<file path="src/rtl/video_ramp_source_if.sv">
// AXI4-Stream video bus carrying one 64-bit pixel beat with SOF (tuser) and EOL (tlast).
interface video_ramp_source_if;
  logic [63:0] tdata;
  logic        tvalid;
  logic        tready;
  logic        tuser;
  logic        tlast;

  modport master (output tdata, output tvalid, output tuser, output tlast, input tready);
  modport slave  (input tdata, input tvalid, input tuser, input tlast, output tready);
endinterface

</file>
<file path="src/rtl/video_ramp_source.sv">
// Colour-ramp AXI4-Stream frame generator with SOF/EOL framing, inter-frame gap and backpressure.
module video_ramp_source #(
  parameter int unsigned H_ACTIVE  = 1920,
  parameter int unsigned V_ACTIVE  = 1080,
  parameter int unsigned FRAME_GAP = 16,
  parameter logic [23:0] SEED_RGB  = 24'hFFFFFF
) (
  input  logic                       aclk,
  input  logic                       areset,
  input  logic                       aclken,
  input  logic                       enable,
  video_ramp_source_if.master        m_axis_video,
  output logic                       frame_done,
  output logic [15:0]                frame_count
);

  localparam int unsigned XW = $clog2(H_ACTIVE);
  localparam int unsigned YW = (V_ACTIVE > 1) ? $clog2(V_ACTIVE) : 1;
  localparam int unsigned GW = $clog2(FRAME_GAP + 2);
  localparam logic [XW-1:0] X_LAST = XW'(H_ACTIVE - 1);
  localparam logic [YW-1:0] Y_LAST = YW'(V_ACTIVE - 1);
  localparam logic [GW-1:0] G_LAST = GW'((FRAME_GAP > 0) ? FRAME_GAP - 1 : 0);

  typedef enum logic [1:0] {S_IDLE, S_STREAM, S_GAP} state_e;

  state_e         state_q, state_d;
  logic [XW-1:0]  x_q, x_d;
  logic [YW-1:0]  y_q, y_d;
  logic [7:0]     r_q, r_d, g_q, g_d, b_q, b_d;
  logic [GW-1:0]  gap_q, gap_d;
  logic           tvalid_q, tvalid_d;
  logic           tuser_q, tuser_d;
  logic           tlast_q, tlast_d;
  logic [63:0]    tdata_q, tdata_d;
  logic           frame_done_q, frame_done_d;
  logic [15:0]    frame_count_q, frame_count_d;
  logic           accept_c, start_frame_c, check_enable_c;

  always_ff @(posedge aclk or posedge areset) begin
    if (areset) begin
      state_q       <= S_IDLE;
      x_q           <= '0;
      y_q           <= '0;
      r_q           <= SEED_RGB[23:16];
      g_q           <= SEED_RGB[15:8];
      b_q           <= SEED_RGB[7:0];
      gap_q         <= '0;
      tvalid_q      <= 1'b0;
      tuser_q       <= 1'b0;
      tlast_q       <= 1'b0;
      tdata_q       <= '0;
      frame_done_q  <= 1'b0;
      frame_count_q <= '0;
    end else begin
      state_q       <= state_d;
      x_q           <= x_d;
      y_q           <= y_d;
      r_q           <= r_d;
      g_q           <= g_d;
      b_q           <= b_d;
      gap_q         <= gap_d;
      tvalid_q      <= tvalid_d;
      tuser_q       <= tuser_d;
      tlast_q       <= tlast_d;
      tdata_q       <= tdata_d;
      frame_done_q  <= frame_done_d;
      frame_count_q <= frame_count_d;
    end
  end

  // frame_done is a one-aclk pulse even when aclken drops right after it fires
  always_comb begin
    state_d        = state_q;
    x_d            = x_q;
    y_d            = y_q;
    r_d            = r_q;
    g_d            = g_q;
    b_d            = b_q;
    gap_d          = gap_q;
    tvalid_d       = tvalid_q;
    tuser_d        = tuser_q;
    tlast_d        = tlast_q;
    frame_done_d   = 1'b0;
    frame_count_d  = frame_count_q;
    accept_c       = tvalid_q & m_axis_video.tready;
    start_frame_c  = 1'b0;
    check_enable_c = 1'b0;
    tdata_d        = '0;

    if (aclken) begin
      case (state_q)
        S_IDLE: start_frame_c = enable;
        S_STREAM: begin
          if (accept_c) begin
            if (x_q == X_LAST && y_q == Y_LAST) begin
              frame_done_d  = 1'b1;
              frame_count_d = frame_count_q + 16'd1;
              x_d           = '0;
              y_d           = '0;
              if (FRAME_GAP > 0) begin
                state_d  = S_GAP;
                gap_d    = '0;
                tvalid_d = 1'b0;
                tuser_d  = 1'b0;
                tlast_d  = 1'b0;
              end else begin
                check_enable_c = 1'b1;
              end
            end else begin
              x_d     = (x_q == X_LAST) ? '0 : x_q + XW'(1);
              y_d     = (x_q == X_LAST) ? y_q + YW'(1) : y_q;
              r_d     = r_q - 8'd1;
              g_d     = g_q + 8'd1;
              b_d     = b_q - 8'd2;
              tuser_d = 1'b0;
              tlast_d = (x_d == X_LAST);
            end
          end
        end
        S_GAP: begin
          gap_d          = gap_q + GW'(1);
          check_enable_c = (gap_q == G_LAST);
        end
        default: state_d = S_IDLE;
      endcase

      if (check_enable_c) begin
        if (enable) begin
          start_frame_c = 1'b1;
        end else begin
          state_d  = S_IDLE;
          tvalid_d = 1'b0;
          tuser_d  = 1'b0;
          tlast_d  = 1'b0;
        end
      end

      // Every frame starts from the seed colour at (0,0)
      if (start_frame_c) begin
        state_d  = S_STREAM;
        tvalid_d = 1'b1;
        tuser_d  = 1'b1;
        tlast_d  = 1'b0;
        x_d      = '0;
        y_d      = '0;
        r_d      = SEED_RGB[23:16];
        g_d      = SEED_RGB[15:8];
        b_d      = SEED_RGB[7:0];
      end
    end

    if (tvalid_d) begin
      tdata_d[29:22] = r_d;
      tdata_d[19:12] = b_d;
      tdata_d[9:2]   = g_d;
    end
  end

  assign m_axis_video.tdata  = tdata_q;
  assign m_axis_video.tvalid = tvalid_q;
  assign m_axis_video.tuser  = tuser_q;
  assign m_axis_video.tlast  = tlast_q;
  assign frame_done          = frame_done_q;
  assign frame_count         = frame_count_q;

endmodule
</file>
<file path="src/flat_wrapper.sv">
// flat-port wrapper written by rule: the top's interface ports become plain ports
module video_ramp_source_flat 
#(
  parameter int unsigned H_ACTIVE  = 1920,
  parameter int unsigned V_ACTIVE  = 1080,
  parameter int unsigned FRAME_GAP = 16,
  parameter logic [23:0] SEED_RGB  = 24'hFFFFFF
)
  (aclk, areset, aclken, enable, frame_done, frame_count, m_axis_video_tdata, m_axis_video_tvalid, m_axis_video_tuser, m_axis_video_tlast, m_axis_video_tready);
  video_ramp_source_if m_axis_video_i ();
  input  logic aclk;
  input  logic areset;
  input  logic aclken;
  input  logic enable;
  output logic frame_done;
  output logic [15:0] frame_count;
  output wire logic [$bits(m_axis_video_i.tdata)-1:0] m_axis_video_tdata;
  output wire logic [$bits(m_axis_video_i.tvalid)-1:0] m_axis_video_tvalid;
  output wire logic [$bits(m_axis_video_i.tuser)-1:0] m_axis_video_tuser;
  output wire logic [$bits(m_axis_video_i.tlast)-1:0] m_axis_video_tlast;
  input wire logic [$bits(m_axis_video_i.tready)-1:0] m_axis_video_tready;
  assign m_axis_video_tdata = m_axis_video_i.tdata;
  assign m_axis_video_tvalid = m_axis_video_i.tvalid;
  assign m_axis_video_tuser = m_axis_video_i.tuser;
  assign m_axis_video_tlast = m_axis_video_i.tlast;
  assign m_axis_video_i.tready = m_axis_video_tready;
  video_ramp_source #(.H_ACTIVE(H_ACTIVE), .V_ACTIVE(V_ACTIVE), .FRAME_GAP(FRAME_GAP), .SEED_RGB(SEED_RGB)) u_core (.aclk(aclk), .areset(areset), .aclken(aclken), .enable(enable), .m_axis_video(m_axis_video_i), .frame_done(frame_done), .frame_count(frame_count));
endmodule
</file>
<file path="config.mk">
export PLATFORM = sky130hd
export DESIGN_NAME = video_ramp_source_flat
export DESIGN_NICKNAME = d
export VERILOG_FILES = /design/src/rtl/video_ramp_source_if.sv /design/src/rtl/video_ramp_source.sv /design/src/flat_wrapper.sv
export SDC_FILE = /design/constraint.sdc
export NUM_CORES = 1
export LEC_CHECK = 0
export ABC_AREA = 1
export BUFFER_PORTS_ARGS = -buffer_cell sky130_fd_sc_hd__buf_2
export CORE_MARGIN = 3
export CORE_UTILIZATION = 25
export DETAILED_ROUTE_END_ITERATION = 12
export GPL_ROUTABILITY_DRIVEN = 0
export SLEW_MARGIN = 20
export SYNTH_ARGS = -nofsm -noshare
export SYNTH_HDL_FRONTEND = slang
export SYNTH_SLANG_ARGS = --single-unit
</file>
<file path="constraint.sdc">
create_clock -name aclk -period 3.3 [get_ports aclk]
set_clock_uncertainty 0.05 [all_clocks]
set_input_delay 0.165 -clock aclk [delete_from_list [all_inputs] [get_ports aclk]]
set_output_delay 0.165 -clock aclk [all_outputs]
set_load 0.01 [all_outputs]
</file>
After elaboration in Yosys (flattened, before gate mapping). Index checks and enable logic that the tools add are counted.

Equality and inequality tests: 8. Bitwise logic cells: 1. Reduce and logical (&&, ||, !) cells: 11. Add/subtract/negate cells: 7. Mux-type cells: 65.

Operators with widths (number): $mux W8 (18); $mux W11 (10); $eq A11 B11 Y1 const B (3); $mux W1 (28); $add A11 B1 Y11 const B (2); $add A16 B1 Y16 const B (1); $reduce_and A4 Y1 (3); $mux W2 (5); $mux W5 (2); $pmux W5 S2 (1); $add A8 B1 Y8 const B (1); $sub A8 B1 Y8 const B (1); $sub A8 B2 Y8 const B (1); $reduce_bool A2 Y1 (3); $add A5 B1 Y5 const B (1); $eq A5 B4 Y1 const B (1); $ne A2 B1 Y1 const B (2); $pmux W2 S2 (1); $reduce_and A3 Y1 (1); $reduce_bool A3 Y1 (1); $eq A2 B1 Y1 const B (1); $eq A2 B2 Y1 const B (1); $logic_not A2 Y1 (1); $reduce_or A2 Y1 (1); 2 further kinds (2).

Output and inout port bits: 84. Word-level logic and storage cells: 105. Input port bits: 5. Flip-flop bits (word level): 97.

Longest topological paths before layout. Gate-level depths: netlist of run 1.

Depth after elaboration: 10. Mapped depth: 15. Gate-level depth less buffers: 14.

Least setup slack after synthesis of run 1. OpenSTA, ideal clock, no wires.

Path kind: register to register. Start point: register u_core.gap_q[0]. End point: register u_core.y_q[9]. Arrival: 1.834 ns. Stages on the path, launching flop included: 15. Required time: 3.156 ns. Library setup time: 0.094 ns. Setup slack: 1.322 ns. Clock period less this slack: 1.978 ns. Buffers on the path: 1. Path through: dfrtp_1 -> ha_1 -> nand2_1 -> nor2_1 -> ha_1 -> nand2_1 -> o21ai_1 -> inv_1 -> nor2_2 -> nand2_2 -> nand2_1 -> buf_4 -> o21ai_2 -> inv_2 -> a211oi_1.

Word-level cells in the longest chain between the ends: 7. Elaborated cells on any way between the ends: 10. Those cells by class: eq/ne: 1; mux: 5; reduce/logical: 4.

RTL lines: start: declaration (line video_ramp_source.sv:30) `logic [GW-1:0] gap_q, gap_d;`; start signal: assignment (line video_ramp_source.sv:61) `gap_q <= gap_d;`; $eq A5 B4 Y1 (*) (line video_ramp_source.sv:122) `check_enable_c = (gap_q == G_LAST);`; $mux W1 (*); $mux W1 (*) (line video_ramp_source.sv:90) `if (aclken) begin`; $mux W1 (*) (line video_ramp_source.sv:127) `if (check_enable_c) begin`; $mux W1 (*) (line video_ramp_source.sv:90); $reduce_bool A3 Y1 (no line) or $reduce_bool A2 Y1 (tied branches); $reduce_and A4 Y1 (no line); end signal: assignment (line video_ramp_source.sv:57) `y_q <= y_d;`; end: declaration (line video_ramp_source.sv:28) `logic [YW-1:0] y_q, y_d;`.

Mark *: on every way between the ends. The rest lies on a longest branch, timed or not. The select of a mux whose other input is x is not followed. A chain may end at the register's enable or synchronous reset.

Worst setup path after layout of run 1.
Start point: register u_core.gap_q[0]. End point: register u_core.y_q[8].

The elaborated chain is that of the path after synthesis.

==> results by group, run 1 <==
Outcome
  • Outcome: completed

Drt
  • Drc violations: 0
  • DRT Wirelength: around 11000 µm
  • TritonRoute pass-1 iters: 4
  • Highest metal used: met4
  • Drt initial violations: 181
  • WL met2: a little over 5000 µm
  • Met3 wire len: 461 µm
  • Vias per cell: around 4
  • Wire per inst: about 11 µm
  • Vias: 3876
  • Antenna-violating nets left: 0
  • WL met1: around 5200 µm

Final layout
  • Most frequent cells in the layout: 105 x nand2_1, 100 x inv_1, 73 x dfrtp_1
  • Layout cell share with drive strength beyond 1: 17.4%
  • Register Area: ~0.0025 mm²
  • Area grow syn2layout: 13.2%
  • NumNets Final: around 690
  • Multi-input logic area: about 0.0021 mm²
  • FILL cells: around 2100
  • ANT cells: 0
  • Commonest non-fill, non-tap cell in the layout: nand2_1

Yosys
  • Async SR Flop Fraction: 100%
  • Post-Synthesis Cells: 618
  • Post-synthesis cell type count: 39
  • Yosys reg bits: between 90 and 100
  • Synthesized area per cell: around 8.4 µm²
  • Ys flop type: dfrtp_1
  • Synthesis Warnings: 0
  • Post-synthesis sequential area ratio: 47.6%
  • Post-synth EDFFs: 0
  • Synthesized cell area: approximately 0.0052 mm²

Worst hold path
  • Tightest Hold Check Type: in -> reg
  • WHS Path Cells: 2

STA
  • Final Hold Fails: 0
  • Final period utilization: 80.8%
  • Max-slew violations: 0
  • Worst rel slew slack: between 40% and 50%
  • Fin Setup TNS: 0 ns
  • Setup-failing EPs final: 0
  • RSZ-0062 raised after global routing: no
  • Worst Tran Pin Value: around 0.85 ns
  • Period minus WS final: 2.67 ns
  • Fmax: between 300 and 400 MHz

Setup path
  • CP Max Fanout: 23
  • Kind of critical path: reg -> reg
  • WP data required: between 3 and 4 ns
  • Worst Path Arrival: about 2.9 ns
  • Crit. End Element: flip-flop
  • CP Launch Type: flip-flop
  • R2R cell count: 14

Pwr
  • Max IR drop VDD: 357 µV
  • Final total power: ~0.0037 W
  • Power density over cell area: 636 mW/mm²
  • LEAKAGE: 2.92 nW

Clock network
  • Clock latency on the worst-skew pair: about 0.35 ns
  • CTS clk-pin slew, worst paths: 0.07 ns
  • Clk root buf: clkbuf_16
  • Max clock buf depth: 2
  • Cts repair resizes: 0
  • CTS tree: built
  • H-tree levels: 3
  • CTS Sinks: 97
  • CTS buffer count: 9

Place
  • Buffers on Ports: 48
  • Detailed placement HPWL: just under 8000 µm

Floorplan
  • Die Ht: between 100 and 150 µm
  • Cell Rows: between 50 and 60
  • Initial Util: 26.0%
  • Die Wd: between 100 and 150 µm
  • Die area: roughly 0.022 mm²
  • Boundary Pins: 89
  • Core region area: slightly below 0.02 mm²

GRT
  • First-pass GRT wire length: 17700 µm
  • Largest net degree at the start of global routing: between 60 and 70
  • Grt ovf: 0
  • Total GRT Usage: 9.72%
  • Vias in the first global route: roughly 3600
  • Initial antenna violation count: 0

Job
  • Maxcap violations: 0
[worst paths after layout]
path | startpoint | endpoint | slack [ns]
hold reg to reg | u_core.b_q[0] | u_core.b_q[0] | 0.42
setup reg to reg | u_core.gap_q[0] | u_core.y_q[8] | 0.63
setup / recovery | u_core.gap_q[0] | u_core.y_q[8] | 0.63
hold / removal | aclken | u_core.m_axis_video.tlast | 0.15
min in group asynchronous | areset | u_core.m_axis_video.tdata[25] | 0.49
max in group asynchronous | areset | u_core.g_q[0] | 1.89
[synthesized netlist by cell type (2+ instances only)]
cell	instances	area share, %
clkbuf_1	2	0.15
nor2_1	61	4.4
nor2_2	3	0.36
buf_2	2	0.19
o31ai_1	2	0.29
dfrtp_1	73	35
o22ai_1	8	0.97
a21oi_1	11	1.1
ha_1	12	2.9
inv_2	4	0.29
nor4_1	3	0.36
nor2_4	7	1.5
xnor2_1	9	1.5
xor2_1	15	2.5
nand2_1	105	7.6
nand2_2	6	0.73
o21ai_1	2	0.19
buf_6	2	0.44
nand3b_1	2	0.29
nand3_1	55	5.3
buf_4	42	6.1
dfstp_2	24	12
o21ai_0	29	2.8
inv_1	101	7.3
nor3_1	12	1.2
nand4_1	13	1.6
[cell families (layout without fill, tap and decap cells)]
family / count (synthesis) / in the layout / synth area share, %
and+or+nand+nor: 270 / 270 / 24.1
adders and majority gates: 12 / 12 / 2.91
buffers and inverters: 155 / 175 / 14.7
other: 1 / 40 / 0.0726
DFF: 97 / 97 / 47.6
AOI/OAI and AO/OA: 59 / 59 / 6.54
xor gates and xnor gates: 24 / 24 / 4.07
[registers in the layout, summed over array words and instances, names as in the netlist]
register and flops:
u_core.m_axis_video.tvalid 1, u_core.m_axis_video.tlast 1, u_core.y_q 11, u_core.gap_q 5, u_core.x_q 11, u_core.frame_count 16
u_core.m_axis_video.tuser 1, u_core.state_q 2, u_core.m_axis_video.tdata 24, u_core.g_q 8, u_core.r_q 8, u_core.frame_done 1
u_core.b_q 8
[worst max-delay path: stages, from the launching register on]
cell     delay [ns]
dfrtp_1        0.39
ha_1           0.20
nand2_1        0.07
nor2_1         0.09
ha_1           0.14
nand2_1        0.08
o21ai_1        0.09
inv_1          0.08
nor2_2         0.15
nand2_2        0.32
nand2_1        0.43
inv_2          0.14
nor2_1         0.14
xnor2_1        0.13
nor2_1         0.05
[stage by stage]
stage	cell area (µm²)	cells	setup WS (ns)	util (%)	hold WS, ns
final	5850	942	0.634	29.5	0.152
after global routing	5850	942	0.280	29.5	0.164
after CTS	5850	942	0.623	29.5	0.141
after detailed placement	5550	925	0.639	28.0	0.356
after global placement	5550	925	0.711	28.0	0.345
after floorplan	5310	657	0.591	-	0.390
[per-layer routing]
metal  vias to the layer above  global-route usage, %
met4                         0                   1.92
met5                         -                      0
li1                       1980                      -
met1                      1823                   13.3
met2                        67                   15.5
met3                         6                   2.70
[power breakdown]
group          switching (W)  internal (W)  total (W)
Clock               0.000489      0.000526    0.00102
Combinational       0.000660      0.000347    0.00101
Sequential          0.000175       0.00152    0.00170
[final cells by class]
class	instances	share of cell area, %
flip-flops and latches	97	42.0
multi-input cells	405	35.8
inverters	107	6.93
well taps	265	5.67
repair buffers	52	4.67
clock buffers	9	3.85
clock inverters	7	1.03
[what timing repair did]
item                                    4_1_cts  5_1_grt
setup buffers                                 0        0
endpoints found under the setup margin        0        0
hold buffers                                  1        0
hold endpoints to repair                     48        0
Note: power is estimated with default switching activity, not from simulation.
==> run 2: changes to the inputs <==
- clock period: 3.3 -> 2.5 ns (I/O delays scaled with it)
==> run 2 against run 1 <==
Wire length increased by 1.6%. Global-route usage increased by 0.48 points. Sequential power increased by 32%. Critical path depth decreased by 2. Clock power increased by 39%. Worst setup slack got worse by 0.44 ns. Largest cell class unchanged. Critical path type unchanged. Via count increased by 0.34%.
==> results by group, run 2 (synthesis gave the netlist of run 1 again) <==
Place
  • Detailed placement HPWL: 8170 µm (+3.9%)
  • Dpl cells: 932 (+0.76%)
  • Buffers on Ports: 48 (unchanged)
  • Placed cell area: 0.00562 mm² (+1.2%)
  • Place WS: 0.0440 ns (-0.595 ns)

Floorplan
  • Initial Util: 26.0% (unchanged)
  • Die area: 0.0224 mm² (unchanged)
  • Core region area: 0.0198 mm² (unchanged)
  • Die Ht: 150 µm (unchanged)
  • Die Wd: 150 µm (unchanged)
  • Cell Rows: 51 (unchanged)
  • Boundary Pins: 89 (unchanged)

STA
  • Final Hold Fails: 0 (unchanged)
  • Setup-failing EPs final: 0 (unchanged)
  • Period minus WS final: 2.31 ns (-0.358 ns)
  • Fin Setup TNS: 0 ns (unchanged)
  • Max-slew violations: 0 (unchanged)
  • Worst rel slew slack: 59.9% (+17 points)
  • Worst setup margin: 0.192 ns (-0.442 ns)
  • Fmax: 433 MHz (+15%)
  • RSZ-0062 raised after global routing: no
  • Worst Tran Pin Value: 0.600 ns (-0.251 ns)
  • Final period utilization: 92.3% (+12 points)

Job
  • Maxcap violations: 0 (unchanged)

GRT
  • Grt ovf: 0 (unchanged)
  • Initial antenna violation count: 0 (unchanged)
  • Largest net degree at the start of global routing: 53 (-22%)
  • Vias in the first global route: 3683 (+1.6%)
  • Total GRT Usage: 10.2% (+0.48 points)
  • First-pass GRT wire length: 18300 µm (+3.6%)

Drt
  • Wire per inst: 11.5 µm (+0.66%)
  • Vias: 3889 (+0.34%)
  • DRT Wirelength: 11000 µm (+1.6%)
  • Vias per cell: 4.09 (-0.61%)
  • Antenna-violating nets left: 0 (unchanged)
  • Drc violations: 0 (unchanged)
  • TritonRoute pass-1 iters: 5 (+1)
  • Drt initial violations: 199 (+9.9%)

Setup path
  • Reg2reg setup slack: 0.19 ns (-0.44 ns)
  • Worst Setup SP: u_core.gap_q[0]
  • R2R cell count: 12 (-2)
  • Worst Path Arrival: 2.50 ns (-0.35 ns)
  • CP Max Fanout: 5 (-78%)
  • Worst Setup EP: u_core.m_axis_video.tdata[23]
  • Reg2reg start: u_core.gap_q[0]
  • Reg2reg end: u_core.m_axis_video.tdata[23]
  • Crit. End Element: flip-flop
  • CP Launch Type: flip-flop
  • Kind of critical path: reg -> reg
  • WP data required: 2.69 ns (-0.80 ns)

Final layout
  • Fin area: 0.00599 mm² (+2.4%)
  • Finished Layout Cells: 951 (+0.96%)
  • Commonest non-fill, non-tap cell in the layout: nand2_1
  • NumNets Final: 698 (+1.3%)
  • Layout cell share with drive strength beyond 1: 19.2% (+1.8 points)
  • Max FFs per register: 24 (unchanged)
  • Most frequent cells in the layout: 103 x nand2_1, 99 x inv_1, 73 x dfrtp_1
  • ANT cells: 0 (unchanged)
  • Area grow syn2layout: 16.0%

Clock network
  • CTS buffer count: 9 (unchanged)
  • H-tree levels: 3 (unchanged)
  • CTS Sinks: 97 (unchanged)
  • Clk root buf: clkbuf_16
  • CTS clk-pin slew, worst paths: 0.08 ns (about the same)
  • CTS tree: built
  • Max clock buf depth: 2 (unchanged)
  • Clock latency on the worst-skew pair: 0.36 ns (about the same)

Outcome
  • Outcome: completed

Worst hold path
  • Tightest Hold Check Type: in -> reg

Pwr
  • Power density over cell area: 842 mW/mm² (+32%)
  • Max IR drop VDD: 564 µV (+58%)
  • LEAKAGE: 2.98 nW (+2.0%)
==> run 2: cell types whose count changed in the layout (fill, tap and decap cells not counted), moves of 2 or more <==
cell and change:
nand2_4 +2, buf_4 +8, inv_6 -4, clkinv_8 +3, nand2_1 -2
==> run 2: per-stage QoR <==
| step | power, W | util, % | hold WS [ns] |
|---|---|---|---|
| floorplan | 0.00319 | - | 0.373 |
| global placement | 0.00361 | 28.3 | 0.166 |
| detailed placement | 0.00363 | 28.3 | 0.174 |
| CTS | 0.00510 | 29.9 | 0.119 |
| global route | 0.00543 | 30.2 | 0.183 |
| finish | 0.00504 | 30.2 | 0.147 |
==> run 2: what timing repair did <==
item,in CTS,in global routing
hold endpoints to repair,21,0
setup buffers,0,2
endpoints found under the setup margin,1,34
cloned,0,0
pin swaps,0,1
gates resized for setup,1,8
hold buffers,1,0
==> run 2: worst min-delay path by stage <==
stage | start | end | slack (ns) | depth (start not counted)
2_1_floorplan | aclken | u_core.m_axis_video.tlast | 0.37 | 2
3_3_place_gp | areset | u_core.y_q[0] | 0.17 | 2
3_5_place_dp | areset | u_core.y_q[0] | 0.17 | 2
4_1_cts | aclken | u_core.m_axis_video.tlast | 0.12 | 2
5_1_grt | aclken | u_core.m_axis_video.tlast | 0.18 | 2
6_report | aclken | u_core.m_axis_video.tlast | 0.15 | 2
==> run 2: where the power goes <==
group	switching [W]	internal [W]
registers	0.000230	0.00201
logic	0.000887	0.000502
clock network	0.000702	0.000715
total	0.00182	0.00322
==> run 2: layout make-up <==
cell class                      count  area [µm²]
Clock inverter                      7        86.3
Multi-Input combinational cell    405        2120
Clock buffer                        9         225
Fill cell                        2095       13900
Sequential cell                    97        2460
Inverter                          107         410
Tap cell                          265         332
Timing Repair Buffer               61         353
==> run 2: worst max-delay path, cell delays in order (launching register included) <==
cell	delay [ns]
dfrtp_1	0.41
ha_1	0.24
nand2_1	0.09
nor2_1	0.05
ha_1	0.17
nand2_1	0.13
o21ai_1	0.08
inv_1	0.13
nor2_4	0.07
inv_1	0.17
nand4_1	0.19
o22ai_1	0.32
nor2_1	0.10
==> run 2: per-layer routing <==
| layer | global-route usage, % | vias to the layer above | part of all wire, % |
|---|---|---|---|
| met5 | 0 | - | 0 |
| met4 | 2.20 | 0 | 0.23 |
| met3 | 3.57 | 2 | 5.2 |
| met2 | 15.8 | 72 | 47 |
| met1 | 13.8 | 1819 | 47 |
| li1 | - | 1996 | - |
==> run 3: changes to the inputs <==
- CAP_MARGIN: unset -> 20
- GPL_ROUTABILITY_DRIVEN: 0 -> unset
- SETUP_SLACK_MARGIN: unset -> 0.5
==> run 3 against run 2 <==
Die area did not move. Global-route usage rose by 0.48 points. Cell area rose by 9.5%. Critical endpoint is now u_core.y_q[9].
==> results by group, run 3 (synthesis gave the netlist of run 1 again) <==
Outcome
  • Outcome: completed

Final layout
  • Area grow syn2layout: 27.0%
  • Core Util, Final: 33.0% (+2.9 points)
  • NumNets Final: 732 (+4.9%)
  • Most frequent cells in the layout: 95 x nand2_1, 94 x inv_1, 73 x dfrtp_1
  • ANT cells: 0 (unchanged)
  • Finished Layout Cells: 985 (+3.6%)
  • Layout cell share with drive strength beyond 1: 29.6% (+10 points)
  • Commonest non-fill, non-tap cell in the layout: nand2_1
  • Max FFs per register: 24 (unchanged)

Setup path
  • Crit path buffers/inverters: 1 (-1)
  • Kind of critical path: reg -> reg
  • Reg2reg setup slack: 0.45 ns (+0.26 ns)
  • CP Launch Type: flip-flop
  • Worst Path Arrival: 2.26 ns (-0.24 ns)
  • Slowest Stage Delay on Critical Path: 0.36 ns (-0.05 ns)
  • Top delay family on crit path: simple AND/OR/NAND/NOR gates
  • Crit. End Element: flip-flop
  • WP data required: 2.72 ns (+0.03 ns)
  • Reg2reg start: u_core.gap_q[0]
  • R2R cell count: 12 (unchanged)
  • Reg2reg end: u_core.y_q[9]
  • CP Max Fanout: 6 (+1)
  • Slowest CP cell: dfrtp_1
  • CP cell instances: ha_2 -> nand2_2 -> nor2_2 -> ha_2 -> nand2_4 -> o21ai_2 -> inv_2 -> nor2_4 -> nand2_8 -> nand2_8 -> nand4_1 -> a211oi_2

Job
  • Maxcap violations: 0 (unchanged)

Floorplan
  • Cell Rows: 51 (unchanged)
  • Die Wd: 150 µm (unchanged)
  • Core region area: 0.0198 mm² (unchanged)
  • Initial Util: 26.0% (unchanged)
  • Die Ht: 150 µm (unchanged)
  • Boundary Pins: 89 (unchanged)
  • Die area: 0.0224 mm² (unchanged)

GRT
  • Largest net degree at the start of global routing: 53 (unchanged)
  • Initial antenna violation count: 0 (unchanged)
  • First-pass GRT wire length: 19200 µm (+5.2%)
  • Grt ovf: 0 (unchanged)
  • Total GRT Usage: 10.7% (+0.48 points)
  • Vias in the first global route: 3882 (+5.4%)

Place
  • Buffers on Ports: 48 (unchanged)
  • GP Congestion: about 0.84
  • Detailed placement HPWL: 8170 µm (unchanged)
  • Dpl cells: 932 (unchanged)

Clock network
  • CTS buffer count: 9 (unchanged)
  • CTS clk-pin slew, worst paths: 0.07 ns (about the same)
  • H-tree levels: 3 (unchanged)
  • Max clock buf depth: 2 (unchanged)
  • CTS tree: built
  • Clock latency on the worst-skew pair: 0.36 ns (about the same)
  • CTS Sinks: 97 (unchanged)
  • Clk root buf: clkbuf_16

Pwr
  • Clk network pwr share: 26.0% (-2.1 points)
  • Cell Int Power: 0.00345 W (+7.0%)
  • Max IR drop VDD: 549 µV (-2.7%)
  • Switching pwr: 0.00201 W (+11%)
  • Power density over cell area: 833 mW/mm² (-1.1%)
  • LEAKAGE: 3.22 nW (+8.2%)
  • Sequential share of power: 41.0% (-3.4 points)
  • Comb power frac: 33.0% (+5.5 points)
  • Switch share: 36.8% (+0.76 points)

STA
  • Final Hold Fails: 0 (unchanged)
  • Setup-failing EPs final: 0 (unchanged)
  • Worst rel slew slack: 59.2% (-0.72 points)
  • Final hold slack: 0.163 ns (+0.0158 ns)
  • RSZ-0062 raised after global routing: yes
  • Worst Tran Pin Value: 0.611 ns (+0.0108 ns)
  • Period minus WS final: 2.05 ns (-0.263 ns)
  • Max-slew violations: 0 (unchanged)
  • Fin Setup TNS: 0 ns (unchanged)
  • Fmax: 489 MHz (+13%)
  • Final period utilization: 81.8% (-11 points)

Drt
  • DRT Wirelength: 11800 µm (+7.6%)
  • Drc violations: 0 (unchanged)
  • TritonRoute pass-1 iters: 5 (unchanged)
  • Drt initial violations: 147 (-26%)
  • Vias: 4079 (+4.9%)
  • Wire per inst: 12.0 µm (+3.8%)
  • Vias per cell: 4.14 (+1.3%)
  • Antenna-violating nets left: 0 (unchanged)

Worst hold path
  • HP Start: aclken
  • Tightest Hold Check Type: in -> reg
  • Hold Path Sink: u_core.m_axis_video.tlast
  • WHS Path Cells: 2 (unchanged)
[run 3: power groups by stage]
stage,Sequential [W],Combinational [W],Clock (W)
after global placement,0.00226,0.00135,0
after CTS,0.00224,0.00164,0.00147
after detailed placement,0.00226,0.00138,0
after floorplan,0.00232,0.000867,0
after global routing,0.00230,0.00202,0.00154
final,0.00224,0.00180,0.00142
[run 3: through the flow]
step | power (W) | worst slack, ns | cell area (µm²)
2_1_floorplan | 0.00319 | 0.522 | 5310
3_3_place_gp | 0.00361 | 0.150 | 5620
3_5_place_dp | 0.00363 | 0.0440 | 5620
4_1_cts | 0.00534 | 0.416 | 6280
5_1_grt | 0.00585 | 0.299 | 6560
6_report | 0.00546 | 0.455 | 6560
[run 3: final cells by class]
class | instances | area (µm²)
Fill cell | 2052 | 13300
Clock buffer | 9 | 225
Timing Repair inverter | 1 | 11.3
Clock inverter | 7 | 86.3
Timing Repair Buffer | 93 | 637
Sequential cell | 97 | 2460
Multi-Input combinational cell | 406 | 2370
Inverter | 107 | 440
Tap cell | 265 | 332
[run 3: worst max-delay path by stage]
stage,startpoint,slack (ns),end,cells after the start
2_1_floorplan,u_core.gap_q[0],0.52,u_core.y_q[9],14
3_3_place_gp,u_core.gap_q[0],0.15,u_core.y_q[8],14
3_5_place_dp,u_core.gap_q[0],0.04,u_core.y_q[8],14
4_1_cts,u_core.gap_q[0],0.42,u_core.y_q[9],12
5_1_grt,u_core.gap_q[0],0.30,u_core.m_axis_video.tdata[9],14
6_report,u_core.gap_q[0],0.45,u_core.y_q[9],12
[run 3: what timing repair did]
action / 4_1_cts / 5_1_grt
hold buffers: 1 / 0
hold endpoints to repair: 21 / 0
gates cloned: 1 / 1
setup buffers: 16 / 18
resized for setup: 53 / 43
pin swaps: 14 / 21
setup endpoints to repair: 72 / 84
[run 3: metal layers]
metal / global-route usage [%] / routed length, µm / up-vias
li1: - / - / 2066
met5: 0 / 0 / -
met3: 3.57 / 580 / 5
met2: 16.9 / 5690 / 65
met1: 14.3 / 5450 / 1943
met4: 2.20 / 74 / 0
